--- src/rtl/mac_tx_arb.sv ---
// ============================================================================
// Module   : mac_tx_arb
// Purpose  : Packet-granular round-robin transmit arbiter in front of the MAC.
//            Grants one requester per frame, latches its header, forwards the
//            byte stream with one cycle of latency, enforces the inter-frame
//            gap and aborts stalled (grant timeout) or oversize frames.
// Revision : 1.0  initial release
// ============================================================================
`default_nettype none

package mac_tx_arb_pkg;
  // Ethernet MAC header carried alongside each frame
  typedef struct packed {
    logic [47:0] dst;
    logic [47:0] src;
    logic [15:0] ethertype;
  } mac_hdr_t;
endpackage

module mac_tx_arb
  import mac_tx_arb_pkg::*;
#(
  parameter int N             = 2,
  parameter int MAX_LEN       = 1518,
  parameter int GRANT_TIMEOUT = 64,
  parameter int IFG_TICKS     = 12
) (
  input  logic              clk,
  input  logic              rst,
  input  logic [N-1:0]      req_pend,
  input  mac_hdr_t [N-1:0]  req_hdr,
  input  logic [N-1:0]      req_v,
  input  logic [N-1:0][7:0] req_d,
  output logic [N-1:0]      grant,
  output logic [N-1:0]      done,
  output logic [N-1:0]      err,
  input  logic              tx_rdy,
  output mac_hdr_t          tx_hdr,
  output logic              tx_v,
  output logic [7:0]        tx_d
);

  localparam int IW = (N > 1) ? $clog2(N) : 1;

  typedef enum logic [2:0] {
    S_IDLE   = 3'd0,
    S_GRANT  = 3'd1,
    S_STREAM = 3'd2,
    S_DRAIN  = 3'd3,
    S_GAP    = 3'd4
  } state_t;

  state_t        state;
  logic [IW-1:0] ptr;
  logic [IW-1:0] sel;
  logic [15:0]   wait_cnt;
  logic [15:0]   gap_cnt;
  logic [15:0]   byte_cnt;

  logic [IW-1:0] pick_idx;
  logic [IW-1:0] ptr_next;
  logic [IW-1:0] cand_idx;
  logic          pick_found;
  int            cand;
  logic [N-1:0]  pick_oh;
  logic [N-1:0]  sel_oh;
  logic          sel_v;
  logic [7:0]    sel_d;
  logic          gap_last;

  // Only the granted requester's byte lane is ever looked at
  assign sel_v = req_v[sel];
  assign sel_d = req_d[sel];

  // One-hot decodes of the candidate and of the current owner
  for (genvar i = 0; i < N; i++) begin : g_onehot
    assign pick_oh[i] = (pick_idx == IW'(i));
    assign sel_oh[i]  = (sel == IW'(i));
  end

  // Round-robin search: first pending requester at or above the pointer,
  // wrapping; scanning downward lets the nearest candidate win
  always_comb begin
    pick_found = 1'b0;
    pick_idx   = '0;
    cand       = 0;
    cand_idx   = '0;
    for (int k = N - 1; k >= 0; k--) begin
      cand = int'(ptr) + k;
      if (cand >= N) begin
        cand = cand - N;
      end
      cand_idx = cand[IW-1:0];
      if (req_pend[cand_idx]) begin
        pick_found = 1'b1;
        pick_idx   = cand_idx;
      end
    end
  end

  // Pointer moves just past the requester being granted
  assign ptr_next = (pick_idx == IW'(N - 1)) ? '0 : pick_idx + IW'(1);

  // A zero-length gap still spends exactly one cycle in GAP
  assign gap_last = (IFG_TICKS == 0) || (gap_cnt == 16'(IFG_TICKS - 1));

  // Arbitration FSM with registered grant/done/err and forwarded byte stream
  always_ff @(posedge clk or posedge rst) begin
    if (rst) begin
      state    <= S_IDLE;
      ptr      <= '0;
      sel      <= '0;
      grant    <= '0;
      done     <= '0;
      err      <= '0;
      tx_v     <= 1'b0;
      tx_d     <= '0;
      tx_hdr   <= '0;
      wait_cnt <= '0;
      gap_cnt  <= '0;
      byte_cnt <= '0;
    end else begin
      done <= '0;
      err  <= '0;
      case (state)
        S_IDLE: begin
          tx_v <= 1'b0;
          if (tx_rdy && pick_found) begin
            sel      <= pick_idx;
            tx_hdr   <= req_hdr[pick_idx];
            grant    <= pick_oh;
            ptr      <= ptr_next;
            wait_cnt <= '0;
            state    <= S_GRANT;
          end
        end

        S_GRANT: begin
          if (sel_v) begin
            // First byte is forwarded on the same edge that leaves GRANT
            tx_v     <= 1'b1;
            tx_d     <= sel_d;
            byte_cnt <= 16'd1;
            state    <= S_STREAM;
          end else if (wait_cnt == 16'(GRANT_TIMEOUT - 1)) begin
            done    <= sel_oh;
            err     <= sel_oh;
            grant   <= '0;
            gap_cnt <= '0;
            state   <= S_GAP;
          end else begin
            wait_cnt <= wait_cnt + 16'd1;
          end
        end

        S_STREAM: begin
          if (!sel_v) begin
            // req_v was high last cycle, so low now is the falling edge
            tx_v    <= 1'b0;
            done    <= sel_oh;
            grant   <= '0;
            gap_cnt <= '0;
            state   <= S_GAP;
          end else if (byte_cnt >= 16'(MAX_LEN)) begin
            tx_v  <= 1'b0;
            err   <= sel_oh;
            state <= S_DRAIN;
          end else begin
            tx_v <= 1'b1;
            tx_d <= sel_d;
            if (byte_cnt != 16'hFFFF) begin
              byte_cnt <= byte_cnt + 16'd1;
            end
          end
        end

        S_DRAIN: begin
          tx_v <= 1'b0;
          if (!sel_v) begin
            done    <= sel_oh;
            grant   <= '0;
            gap_cnt <= '0;
            state   <= S_GAP;
          end
        end

        S_GAP: begin
          tx_v <= 1'b0;
          if (gap_last) begin
            state <= S_IDLE;
          end else begin
            gap_cnt <= gap_cnt + 16'd1;
          end
        end

        default: begin
          state <= S_IDLE;
          grant <= '0;
          tx_v  <= 1'b0;
        end
      endcase
    end
  end

endmodule

`default_nettype wire

--- config.mk ---
export PLATFORM = sky130hd
export DESIGN_NAME = mac_tx_arb
export DESIGN_NICKNAME = d
export VERILOG_FILES = /design/src/rtl/mac_tx_arb.sv
export SDC_FILE = /design/constraint.sdc
export NUM_CORES = 1
export LEC_CHECK = 0
export ABC_AREA = 0
export ABC_CLOCK_PERIOD_IN_PS = 11300
export CORE_MARGIN = 1
export CORE_UTILIZATION = 35
export DETAILED_ROUTE_END_ITERATION = 6
export DONT_BUFFER_PORTS = 1
export GPL_TIMING_DRIVEN = 0
export MAX_ROUTING_LAYER = met4
export SETUP_SLACK_MARGIN = 0.2
export SLEW_MARGIN = 20
export SYNTH_ARGS = -nofsm -noshare
export SYNTH_HDL_FRONTEND = slang
export SYNTH_SLANG_ARGS = --single-unit
--- constraint.sdc ---
create_clock -name clk -period 11.3 [get_ports clk]
set_input_delay 2.26 -clock clk [delete_from_list [all_inputs] [get_ports clk]]
set_output_delay 2.26 -clock clk [all_outputs]
set_load 0.02 [all_outputs]
==> impl_metrics.csv <==
group,metric,value,unit
grt,grt_use_total,20.54,%
drt,routed_wl,25270,µm
worst_setup_path,critPathRequiredTime,11590,ps
power,p_leak,4.633,nW
worst_hold_path,whs_endpoint,"byte_cnt[15]$_DFFE_PP0P_",
power,p_comb_share,4.7,%
floorplan,die_y,159.2,µm
timing,slew_viol_final,0,
drt,drc_errors,0,
floorplan,coreArea,24250,µm²
power,cellPowerDensity,132.7,nW/µm²
clocking,ctsHoldBuffers,0,
power,swShare,25.00,%
synthesis,synth_seq_area_share,52.08,%
grt,grt_antenna_before_repair,2,
worst_setup_path,r2r-start,"ptr$_DFFE_PP0P_",
finish,postLayoutCellArea,9664,µm²
clocking,clk_pin_slew,80,ps
synthesis,ys_ff_latch,180,
floorplan,die_w,159.2,µm
clocking,cts_buffers,17,
finish,drive_above_1_share,7.317,%
placement,dp_hpwl,19110,µm
grt,gr-total-overflow,0,
grt,grt_max_degree,97,
run_status,status,"finished, final reports clean",
clocking,clk_latency,430,ps
clocking,cts-htree-levels,4,
worst_setup_path,cpMaxStageDelayCell,"buf_1",
finish,fin_nets,1141,
timing,tightestPinTransition,1019,ps
synthesis,synthArstFlopShare,100.0,%
worst_setup_path,crit_path_frequent_cell,"o21ai_0",
worst_setup_path,crit_family,"buffers and inverters",
job,drv_cap,0,
finish,final_cell_mix,"dfrtp_1 (180), nand2_1 (155), o21ai_0 (145)",
timing,finalCritPeriodShare,35.78,%
timing,grt_setup_unrepaired,"no",
worst_setup_path,worst_setup_path_end_kind,"flip-flop",
placement,placed_area,9089,µm²
placement,gp_congestion,0.8605,
worst_setup_path,path_buf_inv,3,
clocking,post_cts_resized,0,
timing,slew_headroom,32.08,%
worst_setup_path,r2r_slack,8710,ps
synthesis,synth_edf_count,0,
placement,port_buffers,0,
timing,fin_crit,4043,ps
synthesis,yosysWarnings,0,
floorplan,pin_count,374,
worst_setup_path,crit_type,"in2reg",
worst_setup_path,cp-start-kind,"primary input",
timing,hold_violations,0,
timing,setup_viol,0,
clocking,postCtsSetupBuffers,0,
timing,fmax,0.2473,GHz
drt,vias,6655,
worst_setup_path,reg2reg_depth,5,
finish,final_common_cell,"dfrtp_1",
synthesis,ys.flop_type,"dfrtp_1",
floorplan,dieArea,25340,µm²
worst_setup_path,path_cells,"inv_1 -> o21ai_0 -> clkbuf_1 -> buf_1 -> mux2i_1 -> o21ai_0",
power,p_int,0.0009622,W
drt,first_iter_violations,449,
floorplan,rows,57,
power,p_sw,0.0003207,W
finish,area_growth,11.75,%
drt,dr.pass1.iters,4,
synthesis,synth_area,8648,µm²
clocking,cts_sinks,180,
worst_setup_path,crit_fanout,10,
worst_hold_path,whs_path_depth,1,
grt,grt_pass1_vias,6597,
drt,via_per_inst,5.415,
synthesis,synth_nets,1121,
synthesis,avgSynthCellArea,9.941,µm²
worst_setup_path,r2r-end,"tx_hdr[21]$_DFFE_PP0P_",
synthesis,synthCells,870,
clocking,cts_tree,"done",
power,power_frac_clock,44.7,%
worst_hold_path,min_from,"byte_cnt[15]$_DFFE_PP0P_",
worst_setup_path,crit_arrival,4330,ps
power,max-vdd-ir-drop,0.1048,mV
timing,fin_setup_tns,0,ps
grt,grt_first_pass_wirelength,38280,µm
drt,ant_nets,0,
clocking,cts_root_buffer,"clkbuf_16",
synthesis,yosys.cell_types.count,54,
clocking,clock_path_buffers,2,
floorplan,initial_core_util,35.67,%
worst_setup_path,cpPeakStageDelay,810,ps
timing,skew,13.89,ps
drt,wl_per_cell,20.56,µm
power,pwr-share-seq,50.6,%
worst_hold_path,hp-class,"reg2reg",
## metrics by stage
step	cells	hold WS (ps)	worst slack [ps]	total power, W	util [%]
floorplan	870	453.9	4153	0.0007063	-
global placement	1194	470.6	2005	0.0007219	37.34
detailed placement	1195	472.0	6610	0.0007239	37.48
CTS	1226	495.3	7066	0.001303	39.82
global route	1228	523.2	7081	0.001333	39.85
finish	1229	492.2	7257	0.001283	39.86
## sequential cells by signal (all words and copies together), names as in the netlist
register	cells
tx_hdr	112
byte_cnt	16
gap_cnt	16
wait_cnt	16
tx_d	8
state	3
done	2
err	2
grant	2
ptr	1
sel	1
tx_v	1
## routing by layer
metal / up-vias / track usage [%] / part of all wire, %
met5: - / - / 0
met4: 0 / 8.479 / 3.3
met3: 45 / 6.226 / 8.0
met2: 266 / 32.72 / 47
met1: 3213 / 24.17 / 41
li1: 3131 / - / -
## cell usage after synthesis, types with 3 or more instances
cell | number | area [µm²]
nand3_1 | 32 | 160.2
a21oi_1 | 18 | 90.09
and2_1 | 14 | 87.58
ha_1 | 4 | 50.05
nor4_1 | 5 | 31.28
nand2b_1 | 3 | 18.77
nand4_1 | 10 | 62.56
a22oi_1 | 3 | 22.52
clkbuf_1 | 28 | 105.1
xnor2_1 | 4 | 35.03
buf_1 | 4 | 15.01
nor3b_1 | 4 | 30.03
o31ai_1 | 7 | 52.55
mux2i_1 | 127 | 1271
dfrtp_1 | 180 | 4504
nand2_1 | 155 | 581.8
and3_1 | 7 | 43.79
o21ai_0 | 145 | 725.7
buf_2 | 21 | 105.1
a31oi_1 | 4 | 25.02
or3_1 | 11 | 68.82
and4_1 | 4 | 35.03
nor2_1 | 22 | 82.58
nor3_1 | 8 | 40.04
inv_1 | 12 | 45.04
## power by group through the flow
stage / Combinational [W] / Sequential (W) / Clock (W)
2_1_floorplan: 0.0000454 / 0.000661 / 0
3_3_place_gp: 0.0000604 / 0.000661 / 0
3_5_place_dp: 0.0000628 / 0.000661 / 0
4_1_cts: 0.0000624 / 0.000648 / 0.000592
5_1_grt: 0.0000669 / 0.000648 / 0.000618
6_report: 0.0000605 / 0.000649 / 0.000574
## layout make-up
type                       count  area (µm²)
sequential                   180        4504
clock buffer                  18       429.2
antenna                        3       7.507
multi-input combinational    623        3859
clock inverter                13       138.9
fill                        2418       14580
inverter                      13       56.30
tap                          324       405.4
buffer                        54       236.5
timing repair buffer           1       27.53
## worst max path at each step
| stage | start | end | cells past startpoint |
|---|---|---|---|
| final | req_pend[0] | tx_hdr[21]$_DFFE_PP0P_ | 6 |
| after detailed placement | req_pend[0] | tx_hdr[21]$_DFFE_PP0P_ | 6 |
| after global routing | req_pend[0] | tx_hdr[21]$_DFFE_PP0P_ | 6 |
| after global placement | rst | tx_hdr[22]$_DFFE_PP0P_ | 1 |
| after floorplan | rst | byte_cnt[0]$_DFFE_PP0P_ | 1 |
| after CTS | req_pend[0] | tx_hdr[21]$_DFFE_PP0P_ | 6 |
## worst register-to-register path, cell delays in order, from the launching register on
cell and delay, ps:
dfrtp_1 380, o21ai_0 230, clkbuf_1 370, buf_1 810, mux2i_1 540, o21ai_0 130
## logic make-up after synthesis
family | count (synthesis) | share of synthesized area, %
adder cells (fa/ha/maj) | 4 | 0.5787
XOR/XNOR | 4 | 0.4051
flip-flops | 180 | 52.08
multiplexers | 129 | 15.00
AO/OA/AOI/OAI | 204 | 13.60
AND/OR/NAND/NOR | 282 | 15.03
buffers and inverters | 67 | 3.298
Power figures use the tool's default switching activity.
